**config.mk**
```make
export PLATFORM = sky130hd
export DESIGN_NAME = icache_dm_flat
export DESIGN_NICKNAME = d
export VERILOG_FILES = /design/src/rtl/icache_dm_if.sv /design/src/rtl/icache_dm.sv /design/src/flat_wrapper.sv
export SDC_FILE = /design/constraint.sdc
export NUM_CORES = 1
export LEC_CHECK = 0
export ABC_CLOCK_PERIOD_IN_PS = 18200
export BUFFER_PORTS_ARGS = -buffer_cell sky130_fd_sc_hd__buf_2
export CAP_MARGIN = 30
export CELL_PAD_IN_SITES_DETAIL_PLACEMENT = 1
export CELL_PAD_IN_SITES_GLOBAL_PLACEMENT = 1
export CORE_ASPECT_RATIO = 1.25
export CORE_MARGIN = 2
export CORE_UTILIZATION = 30
export DETAILED_ROUTE_END_ITERATION = 12
export HOLD_SLACK_MARGIN = 0.06
export PLACE_DENSITY_LB_ADDON = 0.1
export SETUP_SLACK_MARGIN = 0.3
export SYNTH_ARGS = -nofsm -noshare
export SYNTH_HDL_FRONTEND = slang
export SYNTH_SLANG_ARGS = --single-unit
```
**constraint.sdc**
```tcl
create_clock -name clk -period 18.2 [get_ports clk]
set_input_delay 1.82 -clock clk [delete_from_list [all_inputs] [get_ports clk]]
set_output_delay 1.82 -clock clk [all_outputs]
set_load 0.02 [all_outputs]
```
**src/rtl/icache_dm_if.sv**
```systemverilog
// Core-side fetch port and memory-side line-fill handshake of the direct-mapped instruction cache.
interface icache_dm_if;
  logic         proc_read;
  logic [31:0]  proc_addr;
  logic [31:0]  proc_rdata;
  logic         proc_stall;
  logic         mem_read;
  logic [27:0]  mem_addr;
  logic [127:0] mem_rdata;
  logic         mem_ready;

  modport slave (
    input  proc_read, proc_addr, mem_rdata, mem_ready,
    output proc_rdata, proc_stall, mem_read, mem_addr
  );

  modport master (
    output proc_read, proc_addr, mem_rdata, mem_ready,
    input  proc_rdata, proc_stall, mem_read, mem_addr
  );
endinterface

```
**src/rtl/icache_dm.sv**
```systemverilog
// Direct-mapped read-only instruction cache: combinational hits, stall-and-refill of 4-word lines.
// Optional hit/miss counters are built when ICACHE_PERF_EN is defined.
module icache_dm #(
  parameter int NUM_LINES = 8
) (
  input  logic        clk,
  input  logic        rst,
  icache_dm_if.slave  bus,
  output logic [31:0] perf_hits,
  output logic [31:0] perf_misses
);
  localparam int IDX_W = $clog2(NUM_LINES);
  localparam int TAG_W = 28 - IDX_W;

  typedef enum logic {COMPARE, ALLOCATE} state_t;

  state_t               state_reg, state_next;
  logic [NUM_LINES-1:0] valid_reg;
  logic [TAG_W-1:0]     tag_mem  [NUM_LINES];
  logic [127:0]         data_mem [NUM_LINES];

  logic [1:0]       word;
  logic [IDX_W-1:0] index;
  logic [TAG_W-1:0] tag;
  logic [127:0]     line;
  logic             hit, miss, fill;
  logic             stall, mem_rd;
  logic             unused_addr_bits;

  assign word  = bus.proc_addr[3:2];
  assign index = bus.proc_addr[4 +: IDX_W];
  assign tag   = bus.proc_addr[31 -: TAG_W];
  assign line  = data_mem[index];
  assign unused_addr_bits = ^bus.proc_addr[1:0];

  assign hit  = bus.proc_read && (state_reg == COMPARE) && valid_reg[index]
                && (tag_mem[index] == tag);
  assign miss = bus.proc_read && (state_reg == COMPARE) && !hit;
  // Reset takes priority over a fill landing in the same cycle.
  assign fill = (state_reg == ALLOCATE) && bus.mem_ready && !rst;

  always_ff @(posedge clk) begin
    if (rst) begin
      state_reg <= COMPARE;
    end else begin
      state_reg <= state_next;
    end
  end

  always_comb begin
    state_next = state_reg;
    stall      = 1'b0;
    mem_rd     = 1'b0;
    case (state_reg)
      COMPARE: begin
        if (miss) begin
          stall      = 1'b1;
          state_next = ALLOCATE;
        end
      end
      ALLOCATE: begin
        stall  = 1'b1;
        mem_rd = 1'b1;
        if (bus.mem_ready) begin
          state_next = COMPARE;
        end
      end
      default: state_next = COMPARE;
    endcase
    if (rst) begin
      stall  = 1'b0;
      mem_rd = 1'b0;
    end
  end

  assign bus.proc_stall = stall;
  assign bus.mem_read   = mem_rd;
  assign bus.mem_addr   = bus.proc_addr[31:4];
  assign bus.proc_rdata = line[{word, 5'b00000} +: 32];

  genvar gi;
  generate
    for (gi = 0; gi < NUM_LINES; gi++) begin : g_valid
      always_ff @(posedge clk) begin
        if (rst) begin
          valid_reg[gi] <= 1'b0;
        end else if (fill && (index == IDX_W'(gi))) begin
          valid_reg[gi] <= 1'b1;
        end
      end
    end
  endgenerate

  // Tag and data storage carry no reset; the valid bits alone qualify them.
  always_ff @(posedge clk) begin
    if (fill) begin
      data_mem[index] <= bus.mem_rdata;
      tag_mem[index]  <= tag;
    end
  end

`ifdef ICACHE_PERF_EN
  logic [31:0] hits_reg, misses_reg;

  always_ff @(posedge clk) begin
    if (rst) begin
      hits_reg   <= 32'd0;
      misses_reg <= 32'd0;
    end else begin
      if (hit) begin
        hits_reg <= hits_reg + 32'd1;
      end
      if (miss) begin
        misses_reg <= misses_reg + 32'd1;
      end
    end
  end

  assign perf_hits   = hits_reg;
  assign perf_misses = misses_reg;
`else
  assign perf_hits   = 32'd0;
  assign perf_misses = 32'd0;
`endif
endmodule

```
**src/flat_wrapper.sv**
```systemverilog
// flat-port wrapper written by rule: the top's interface ports become plain ports
module icache_dm_flat 
#(
  parameter int NUM_LINES = 8
)
  (clk, rst, perf_hits, perf_misses, bus_proc_read, bus_proc_addr, bus_mem_rdata, bus_mem_ready, bus_proc_rdata, bus_proc_stall, bus_mem_read, bus_mem_addr);
  icache_dm_if bus_i ();
  input  logic clk;
  input  logic rst;
  output logic [31:0] perf_hits;
  output logic [31:0] perf_misses;
  input wire logic [$bits(bus_i.proc_read)-1:0] bus_proc_read;
  input wire logic [$bits(bus_i.proc_addr)-1:0] bus_proc_addr;
  input wire logic [$bits(bus_i.mem_rdata)-1:0] bus_mem_rdata;
  input wire logic [$bits(bus_i.mem_ready)-1:0] bus_mem_ready;
  output wire logic [$bits(bus_i.proc_rdata)-1:0] bus_proc_rdata;
  output wire logic [$bits(bus_i.proc_stall)-1:0] bus_proc_stall;
  output wire logic [$bits(bus_i.mem_read)-1:0] bus_mem_read;
  output wire logic [$bits(bus_i.mem_addr)-1:0] bus_mem_addr;
  assign bus_i.proc_read = bus_proc_read;
  assign bus_i.proc_addr = bus_proc_addr;
  assign bus_i.mem_rdata = bus_mem_rdata;
  assign bus_i.mem_ready = bus_mem_ready;
  assign bus_proc_rdata = bus_i.proc_rdata;
  assign bus_proc_stall = bus_i.proc_stall;
  assign bus_mem_read = bus_i.mem_read;
  assign bus_mem_addr = bus_i.mem_addr;
  icache_dm #(.NUM_LINES(NUM_LINES)) u_core (.clk(clk), .rst(rst), .bus(bus_i), .perf_hits(perf_hits), .perf_misses(perf_misses));
endmodule
```
==> results of run 1 <==
[synthesized netlist by cell type (6+ instances only)]
master                     count
sky130_fd_sc_hd__mux2_2       38
sky130_fd_sc_hd__dfxtp_1       9
sky130_fd_sc_hd__buf_2        35
sky130_fd_sc_hd__nor2_1       26
sky130_fd_sc_hd__edfxtp_1   1224
sky130_fd_sc_hd__nor3_1        6
sky130_fd_sc_hd__buf_1        16
sky130_fd_sc_hd__buf_6        12
sky130_fd_sc_hd__buf_4        94
sky130_fd_sc_hd__nand2_1       6
sky130_fd_sc_hd__mux2i_1      30
sky130_fd_sc_hd__clkbuf_1     28
sky130_fd_sc_hd__mux4_2      357
sky130_fd_sc_hd__xnor2_1      20
[logic make-up (layout without fill, tap and decap cells)]
| group | Yosys count | after routing | synth area share (%) |
|---|---|---|---|
| DFF | 1233 | 1233 | 77.5 |
| muxes | 425 | 425 | 18.4 |
| buffers and inverters | 189 | 524 | 2.51 |
| and+or+nand+nor | 59 | 59 | 0.604 |
| AOI/OAI and AO/OA | 32 | 32 | 0.486 |
| xor gates and xnor gates | 24 | 24 | 0.441 |
| other | 1 | 71 | 0.00787 |
[per-layer routing]
layer / GRT usage [%] / share of wire (%)
met3: 4.30 / 5.9
met2: 26.5 / 51
met1: 19.0 / 41
met5: 0 / 0.18
met4: 4.18 / 2.4
[metrics by stage]
step,power [mW],instance area [um^2]
final,6.14,55400
after global routing,6.36,55400
after CTS,6.24,55300
after detailed placement,3.53,51000
after global placement,3.52,50800
after floorplan,3.40,47900
[worst paths after layout]
path	depth (start not counted)	slack [ps]	end
max	12	10550	bus_proc_stall
max reg2reg	6	14400	u_core.data_mem[7][21]
min reg2reg	2	470	u_core.valid_reg[7]
min	2	470	u_core.valid_reg[7]
[layout make-up]
type	instances	area share, %
Sequential cell	1233	66.7
Multi-Input combinational cell	604	17.7
Clock buffer	166	6.50
Tap cell	2062	4.66
Timing Repair Buffer	266	3.10
Clock inverter	88	1.33
Antenna cell	7	0.0316
Inverter	4	0.0271
[critical path: stages]
cell	delay (ps)
sky130_fd_sc_hd__buf_8	440
sky130_fd_sc_hd__buf_12	580
sky130_fd_sc_hd__buf_4	730
sky130_fd_sc_hd__mux4_2	430
sky130_fd_sc_hd__mux2i_1	170
sky130_fd_sc_hd__xor2_1	190
sky130_fd_sc_hd__nand4_1	310
sky130_fd_sc_hd__nor3_1	230
sky130_fd_sc_hd__nand4_1	230
sky130_fd_sc_hd__o21ai_1	200
sky130_fd_sc_hd__a21oi_1	80
sky130_fd_sc_hd__buf_2	160
[power by group]
part	internal, mW	leakage (nW)	switching [mW]
sequential	3.13	11.1	0.00231
combinational	0.127	4.23	0.193
clock	1.55	2.13	1.14
total	4.81	17.4	1.34
==> parameters.txt, run 1 <==
Parameter                              Value

STA
  FMAX    0.131 GHz
  Final clock skew    20.9 ps
  Count of endpoints failing hold in the final timing report    0
  Post-route minimum period    7650 ps
  Number of setup violations in the final report    0
  Worst hold slack after final layout    468 ps
  Worst slew slack as a fraction of its limit    a little under a third
  Unrepaired setup endpoints after global routing    no
  Slew @ Worst Pin    between 1000 and 1500 ps
  Final critical-path share of the clock period    42.0%
  Total negative slack    0 ps
  Slew Limit Fails    0
  Slack of the critical path    10550 ps

Die
  Number of placement rows    163
  Die Area    162000 um^2
  Vertical extent of the die    ~450 um
  Core Area    158000 um^2
  Starting Density    between 30% and 40%
  Die width    about 360 um
  # IOs    290

Flow run
  Max Cap Violations    0

Clock tree
  TritonCTS clock tree    done
  Clock sink total    1233
  Clock H-tree levels    4
  Count of buffers added by post-CTS timing repair for setup    0
  Clock tree root driver cell    sky130_fd_sc_hd__clkbuf_16
  Bufs on Longest Clock Path    3
  Number of cells upsized or downsized after cts    0
  Clk Latency, worst-skew pair    770 ps
  Count of hold-fix buffers inserted at cts    0
  TritonCTS buffer count    139
  Clock slew seen by the registers of the worst setup and hold paths    60 ps

Finish
  Flip-flop and latch area    about 37000 um^2
  Layout Area Growth over Synthesis    16.3%
  Most frequent cells in the layout    1224 x sky130_fd_sc_hd__edfxtp_1, 357 x sky130_fd_sc_hd__mux4_2, 219 x sky130_fd_sc_hd__buf_2, 140 x sky130_fd_sc_hd__clkbuf_16, 64 x sky130_fd_sc_hd__conb_1
  Nets    2412
  Share of post-route cells with drive strength above 1    36.5%
  Fillcell total    15300
  Flip-flop count of the largest register after layout    1024
  Most common library cell in the layout ignoring fill and taps    sky130_fd_sc_hd__edfxtp_1
  Footprint of the multi-input gates    9790 um^2
  Final non-filler cell total    4430
  Utilization of the core after routing    a little over a third

Drt
  Mean number of vias per cell    4.79
  DR WL/cell    27.8 um
  First-iteration detailed-routing DRC count    ~1300
  Pre-antenna DRT Iters    5
  # DRC    0
  Wire length reported by the detailed router    123000 um
  Vias    21200
  Count of antenna-violating nets left after detailed routing    0

GRT
  GR Overflow Total    0
  Largest net degree at the start of global routing    120
  Via count of the first global-routing pass    23800
  Wire length of the first global-routing pass    177000 um
  All-layer global routing usage    15.4%
  Antenna violations before repair    50

Synth
  Post-synthesis average cell area    24.3 um^2
  Top cells by area, synth    sky130_fd_sc_hd__edfxtp_1 77%, sky130_fd_sc_hd__mux4_2 17%, sky130_fd_sc_hd__buf_4 1.5%, sky130_fd_sc_hd__mux2_2 0.90%, sky130_fd_sc_hd__mux2i_1 0.63%
  Largest area contributor in the synthesized netlist    sky130_fd_sc_hd__edfxtp_1
  Top cell type's share of synthesized area    77.2%
  Yosys cell types    41
  Fraction of registers with async set/reset    0%
  FF+latch count, synth    1233
  Synth warn    0
  Area of the mapped netlist    47600 um^2
  Number of instances in the synthesized netlist    1963
  Fraction of the yosys area taken by sequential cells    77.5%
  Flip-flop cell with the highest count after synthesis    sky130_fd_sc_hd__edfxtp_1
  EDFF count, synth    about 1200

Setup path
  Origin of the worst setup path    bus_proc_addr[5]
  CP Launch Type    input port
  Critical path required time    16380 ps
  Endpoint class of the critical path    output pin
  Top fanout value on the critical path    119
  Arrival time of the worst setup path    between 5000 and 6000 ps
  Startpoint of the worst register-to-register path    u_core.state_reg
  Crit Path Class    input port to output pin

Power and ir drop
  Max VDD drop    103 uV
  Leak    between 15 and 20 nW
  Power per unit of standard cell area    approximately 110 nW/um^2

Min path
  Hold Crit Start    u_core.valid_reg[7]
  Type of the tightest min-delay check    flip-flop to flip-flop

Place
  Hpwl dp    67400 um
  Place WS    10310 ps
  I/O Buffers    between 200 and 250
  Weighted congestion reported at the end of routability-driven placement    about 0.69
  Number of placed instances, taps included    4166

Run status
  Result of the run    finished clean
(Power assumes the default switching activity.)
==> run 2: changes to the inputs <==
Settings changed: ABC_CLOCK_PERIOD_IN_PS 18200 to 7000.
Clock period 18.2 ns to 7 ns, I/O delays scaled along.
==> parameters.txt, run 2 (synthesis gave the netlist of run 1 again) <==
Parameter                              Value

Die
  Starting Density    30.2% (unchanged)
  Vertical extent of the die    450 um (unchanged)
  Die width    360 um (unchanged)
  Number of placement rows    163 (unchanged)
  Core Area    158000 um^2 (unchanged)
  # IOs    290 (unchanged)
  Die Area    162000 um^2 (unchanged)

STA
  Slack of the critical path    2270 ps (-8290 ps)
  Unrepaired setup endpoints after global routing    no
  Count of endpoints failing hold in the final timing report    0 (unchanged)
  Worst slew slack as a fraction of its limit    21.8% (-9.9 points)
  Number of setup violations in the final report    0 (unchanged)
  Slew Limit Fails    0 (unchanged)
  Post-route minimum period    4730 ps
  FMAX    0.211 GHz
  Final critical-path share of the clock period    between 60% and 70%
  Slew @ Worst Pin    1170 ps (+148 ps)
  Final clock skew    17.6 ps (-3.34 ps)

GRT
  Antenna violations before repair    51 (+2.0%)
  Largest net degree at the start of global routing    118 (-1.7%)
  All-layer global routing usage    15.3% (-0.12 points)
  Wire length of the first global-routing pass    175000 um (-1.1%)
  GR Overflow Total    0 (unchanged)
  Via count of the first global-routing pass    23900 (+0.034%)

Drt
  Count of antenna-violating nets left after detailed routing    0 (unchanged)
  Mean number of vias per cell    4.77 (-0.45%)
  Pre-antenna DRT Iters    5 (unchanged)
  DR WL/cell    27.7 um (-0.40%)
  First-iteration detailed-routing DRC count    1300 (+0.54%)
  Wire length reported by the detailed router    122000 um (-0.71%)
  Vias    21100 (-0.76%)
  # DRC    0 (unchanged)

Finish
  Final Cell Area    55200 um^2 (-0.31%)
  Flip-flop count of the largest register after layout    1024 (unchanged)
  Most common library cell in the layout ignoring fill and taps    sky130_fd_sc_hd__edfxtp_1
  Layout Area Growth over Synthesis    15.9%
  Nets    2406 (-0.25%)
  Share of post-route cells with drive strength above 1    35.9% (-0.64 points)
  Utilization of the core after routing    35.0% (-0.11 points)
  Most frequent cells in the layout    1224 x sky130_fd_sc_hd__edfxtp_1, 357 x sky130_fd_sc_hd__mux4_2, 219 x sky130_fd_sc_hd__buf_2, 147 x sky130_fd_sc_hd__clkbuf_16, 64 x sky130_fd_sc_hd__conb_1

Setup path
  Slowest stage cell on the critical path    sky130_fd_sc_hd__buf_4
  Endpoint class of the critical path    output pin
  Startpoint of the worst register-to-register path    u_core.state_reg
  Critical path required time    6300 ps (-10080 ps)
  Delay contributed by the slowest stage of the critical path    760 ps (+30 ps)
  Top fanout value on the critical path    72 (-39%)
  Ordered list of cells on the worst path    buf_8, buf_4, mux2_2, o221ai_1, a22oi_1, xor2_1, nor3_1, nand4_1, o21ai_1, a21oi_1, buf_2
  CP Launch Type    input port
  Origin of the worst setup path    bus_proc_addr[4]
  Crit Path Class    input port to output pin
  Arrival time of the worst setup path    4030 ps (-1800 ps)

Place
  Place WS    2110 ps (-8190 ps)
  Hpwl dp    66500 um (-1.2%)
  Weighted congestion reported at the end of routability-driven placement    0.679 (-1.1%)
  I/O Buffers    223 (unchanged)
  Cell area reported after detailed placement    51000 um^2 (about the same)

Clock tree
  Clock slew seen by the registers of the worst setup and hold paths    60 ps (about the same)
  TritonCTS clock tree    done
  Bufs on Longest Clock Path    3 (unchanged)
  Clock sink total    1233 (unchanged)
  TritonCTS buffer count    138 (-0.72%)
  Clk Latency, worst-skew pair    770 ps (about the same)
  Clock tree root driver cell    sky130_fd_sc_hd__clkbuf_16
  Count of buffers added by post-CTS timing repair for setup    0 (unchanged)
  Count of hold-fix buffers inserted at cts    0 (unchanged)
  Clock H-tree levels    4 (unchanged)
  Number of cells upsized or downsized after cts    0 (unchanged)

Run status
  Result of the run    finished clean

Power and ir drop
  Power per unit of standard cell area    286 nW/um^2 (+160%)
  Leak    17.3 nW (-0.63%)
  Max VDD drop    254 uV (+150%)

Min path
  Type of the tightest min-delay check    input port to flip-flop
  Hold Crit Start    bus_mem_rdata[8]

Flow run
  Max Cap Violations    0 (unchanged)
run 2: per-layer routing:
| metal | track usage, % | vias to the layer above | routed length (um) |
|---|---|---|---|
| li1 | - | 8833 | - |
| met3 | 4.07 | 238 | 6960 |
| met5 | 0 | - | 193 |
| met1 | 18.7 | 11400 | 49500 |
| met2 | 26.6 | 583 | 62700 |
| met4 | 4.18 | 32 | 2890 |
run 2: worst paths after layout:
path | endpoint | slack, ps | cells after the start
hold reg to reg | u_core.valid_reg[6] | 460 | 2
hold / removal | u_core.data_mem[7][8] | 200 | 1
setup reg to reg | u_core.data_mem[4][3] | 4010 | 6
setup / recovery | bus_proc_stall | 2270 | 11
run 2: cell type report:
class / instances / area [um^2]
Antenna cell: 1 / 2.50
Clock buffer: 185 / 3820
Clock inverter: 66 / 410
Fill cell: 15200 / 103000
Inverter: 4 / 15.0
Multi-Input combinational cell: 604 / 9810
Sequential cell: 1233 / 36900
Tap cell: 2062 / 2580
Timing Repair Buffer: 261 / 1660
run 2: where the power goes:
part	switching [mW]	internal [mW]
Clock	2.88	3.94
Combinational	0.503	0.326
Sequential	0.00595	8.15
Total	3.39	12.4
run 2: critical path, delay by kind of cell:
family	cells	cell delay [ps]
buffers and inverters	3	1500
multiplexers	1	420
AO/OA/AOI/OAI	4	620
XOR/XNOR	1	200
AND/OR/NAND/NOR	2	430
run 2: metrics by stage:
stage | power (mW) | std cells | hold WS (ps) | setup TNS, ps
5_1_grt | 16.4 | 4415 | 156 | 0
6_report | 15.8 | 4416 | 202 | 0
3_3_place_gp | 9.15 | 4163 | 445 | 0
4_1_cts | 16.1 | 4414 | 129 | 0
3_5_place_dp | 9.17 | 4163 | 457 | 0
2_1_floorplan | 8.84 | 2026 | 435 | -1952950
==> run 3: changes to the inputs <==
Settings changed: ABC_AREA set to 1, ABC_CLOCK_PERIOD_IN_PS 7000 to 4500.
Clock period 7 ns to 4.5 ns, I/O delays scaled along.
==> parameters.txt, run 3 <==
Parameter                              Value

GRT
  Via count of the first global-routing pass    31000 (+30%)
  Largest net degree at the start of global routing    90 (-24%)
  All-layer global routing usage    18.4% (+3.1 points)
  Antenna violations before repair    30 (-41%)
  GR Overflow Total    0 (unchanged)
  Wire length of the first global-routing pass    218000 um (+24%)

Clock tree
  TritonCTS buffer count    135 (-2.2%)
  Clock sink total    1233 (unchanged)
  Number of cells upsized or downsized after cts    0 (unchanged)
  Clk Latency, worst-skew pair    770 ps (about the same)
  Bufs on Longest Clock Path    3 (unchanged)
  Clock slew seen by the registers of the worst setup and hold paths    60 ps (about the same)
  TritonCTS clock tree    done
  Clock H-tree levels    4 (unchanged)
  Clock tree root driver cell    sky130_fd_sc_hd__clkbuf_16
  Count of buffers added by post-CTS timing repair for setup    0 (unchanged)

Synth
  Xor and xnor fraction of the mapped netlist area    0% (-0.44 points)
  Synth warn    0 (unchanged)
  Top cell type's share of synthesized area    77.4% (+0.19 points)
  FF+latch count, synth    1233 (unchanged)
  Flip-flop cell with the highest count after synthesis    sky130_fd_sc_hd__edfxtp_1
  Yosys cell types    26 (-37%)
  Leading cell type by number of instances after synthesis    sky130_fd_sc_hd__edfxtp_1
  Compound-gate portion of the synthesized area    7.25% (+6.8 points)
  Number of instances in the synthesized netlist    3268 (+66%)
  Combinational family with the most area after synthesis    simple AND/OR/NAND/NOR gates
  Portion of netlist area occupied by mux cells    0% (-18 points)
  Fraction of the yosys area taken by sequential cells    77.7% (+0.19 points)
  Area share of fa/ha/maj cells after synthesis    0% (unchanged)
  EDFF count, synth    1224 (unchanged)
  Post-synthesis average cell area    14.5 um^2 (-40%)
  Fraction of registers with async set/reset    0% (unchanged)
  Largest area contributor in the synthesized netlist    sky130_fd_sc_hd__edfxtp_1
  Area of the mapped netlist    47500 um^2 (-0.25%)
  Post-Synth Simple-Gate Area    11.3% (+11 points)
  Most frequent cells after synthesis    1224 x sky130_fd_sc_hd__edfxtp_1, 750 x sky130_fd_sc_hd__nand2_1, 385 x sky130_fd_sc_hd__a22oi_1, 305 x sky130_fd_sc_hd__nand3_1, 106 x sky130_fd_sc_hd__buf_2
  Top cells by area, synth    sky130_fd_sc_hd__edfxtp_1 77%, sky130_fd_sc_hd__a22oi_1 6.1%, sky130_fd_sc_hd__nand2_1 5.9%, sky130_fd_sc_hd__nand3_1 3.2%, sky130_fd_sc_hd__buf_4 1.6%

Finish
  Share of post-route cells with drive strength above 1    14.0% (-22 points)
  Layout Area Growth over Synthesis    20.2%
  Most common library cell in the layout ignoring fill and taps    sky130_fd_sc_hd__edfxtp_1
  Most frequent cells in the layout    1224 x sky130_fd_sc_hd__edfxtp_1, 750 x sky130_fd_sc_hd__nand2_1, 385 x sky130_fd_sc_hd__a22oi_1, 305 x sky130_fd_sc_hd__nand3_1, 222 x sky130_fd_sc_hd__buf_2
  Final Cell Area    57100 um^2 (+3.4%)
  Nets    3822 (+59%)
  Fillcell total    16100 (+5.8%)
  Flip-flop count of the largest register after layout    1024 (unchanged)
  Utilization of the core after routing    36.2% (+1.3 points)
  Footprint of the multi-input gates    9110 um^2 (-7.1%)
  Flip-flop and latch area    36900 um^2 (unchanged)

Min path
  Type of the tightest min-delay check    input port to flip-flop
  Hold Crit Start    bus_proc_addr[4]
  Cells on Worst Hold Path    3 (+2)
  Worst Hold Path EP    u_core.data_mem[5][99]

Setup path
  Delay contributed by the slowest stage of the critical path    490 ps (-270 ps)
  CP Launch Type    input port
  Top fanout value on the critical path    57 (-21%)
  Slowest stage cell on the critical path    sky130_fd_sc_hd__inv_8
  Worst reg-to-reg path cell count    9 (+3)
  Crit Path Class    input port to output pin
  Ordered list of cells on the worst path    buf_4, nand2_1, inv_8, buf_12, a22oi_1, nand3_1, nand3_1, nand2_1, nor2_1, a31oi_1, buf_2
  Endpoint class of the critical path    output pin
  Critical path required time    4050 ps (-2250 ps)
  FF-to-FF setup slack    1740 ps (-2270 ps)
  Startpoint of the worst register-to-register path    u_core.state_reg
  Arrival time of the worst setup path    3330 ps (-700 ps)
  Capturing point of the worst reg2reg path    u_core.data_mem[3][73]

Power and ir drop
  Leak    19.2 nW (+11%)
  Max VDD drop    387 uV (+53%)
  Power per unit of standard cell area    439 nW/um^2 (+53%)
  Power after layout    25.1 mW (+59%)

Drt
  Wire length reported by the detailed router    151000 um (+23%)
  Mean number of vias per cell    5.03 (+5.6%)
  DR WL/cell    25.8 um (-6.7%)
  Pre-antenna DRT Iters    5 (unchanged)
  Vias    29400 (+39%)
  First-iteration detailed-routing DRC count    1975 (+52%)
  # DRC    0 (unchanged)
  Count of antenna-violating nets left after detailed routing    0 (unchanged)

Die
  Number of placement rows    163 (unchanged)
  Die width    360 um (-0.12%)
  Starting Density    30.1% (-0.036 points)
  Core Area    158000 um^2 (-0.13%)
  Die Area    162000 um^2 (-0.25%)
  # IOs    290 (unchanged)
  Vertical extent of the die    449 um (-0.12%)

STA
  FMAX    0.265 GHz
  Post-route minimum period    3780 ps
  Final clock skew    18.6 ps (+1.04 ps)
  Count of endpoints failing hold in the final timing report    0 (unchanged)
  Final critical-path share of the clock period    83.9%
  Total negative slack    0 ps (unchanged)
  Unrepaired setup endpoints after global routing    no
  Slew Limit Fails    0 (unchanged)
  Slew @ Worst Pin    1000 ps (-172 ps)
  Worst slew slack as a fraction of its limit    33.2% (+11 points)
  Worst hold slack after final layout    474 ps (+272 ps)
  Number of setup violations in the final report    0 (unchanged)

Place
  Hpwl dp    83700 um (+26%)
  Weighted congestion reported at the end of routability-driven placement    0.728 (+7.3%)
  Cell area reported after detailed placement    51300 um^2 (+0.58%)
  I/O Buffers    223 (unchanged)

Flow run
  Max Cap Violations    0 (unchanged)

Run status
  Result of the run    finished clean
run 3: cell count changes after synthesis, moves of 71 or more:
cell,before,now
sky130_fd_sc_hd__nand2_1,6,750
sky130_fd_sc_hd__a22oi_1,3,385
sky130_fd_sc_hd__mux4_2,357,0
sky130_fd_sc_hd__nand3_1,2,305
sky130_fd_sc_hd__nand4_1,3,103
sky130_fd_sc_hd__buf_2,35,106
run 3: layout make-up:
type | instances | share of cell area [%]
Tap cell | 2062 | 4.52
Inverter | 32 | 0.237
Sequential cell | 1233 | 64.7
Clock buffer | 169 | 6.34
Timing Repair Buffer | 481 | 7.13
Multi-Input combinational cell | 1775 | 15.9
Antenna cell | 10 | 0.0438
Clock inverter | 72 | 1.14
run 3: layer usage:
metal | track usage (%) | up-vias | share of wire, %
met5 | 0 | - | 0.098
met4 | 5.30 | 24 | 2.2
met3 | 3.19 | 217 | 4.5
met2 | 30.8 | 690 | 49
met1 | 24.6 | 15400 | 45
li1 | - | 13100 | -
run 3: worst max path at each step:
stage / endpoint / start / slack, ps
after global placement: bus_proc_rdata[10] / bus_proc_addr[4] / 450
after global routing: bus_proc_rdata[14] / bus_proc_addr[4] / 540
after floorplan: u_core.data_mem[4][0] / rst / -1380
final: bus_proc_rdata[14] / bus_proc_addr[4] / 720
after CTS: bus_proc_rdata[14] / bus_proc_addr[4] / 660
after detailed placement: bus_proc_rdata[14] / bus_proc_addr[4] / 680
run 3: worst max-delay path: cells and delay by family:
family                 cells  cell delay [ps]
buffers and inverters      4             1450
AND/OR/NAND/NOR            5              870
AO/OA/AOI/OAI              2              480
run 3: logic make-up after synthesis:
group	count (synthesis)
AND/OR/NAND/NOR	1236
AO/OA/AOI/OAI	475
other	1
flip-flops	1233
buffers and inverters	323
run 3: power by group:
group	switching (mW)	internal, mW
clock network	4.52	6.28
registers	0.0120	12.7
logic	1.11	0.482
run 3: through the flow:
stage	cells	worst slack [ps]
finish	5834	724
detailed placement	5427	683
global route	5830	542
global placement	5425	449
floorplan	3331	-1380
CTS	5824	665
run 3: what timing repair did:
action                                  4_1_cts  5_1_grt
endpoints found under the hold margin      1233        0
endpoints found under the setup margin        0        0
hold buffers                                156        0
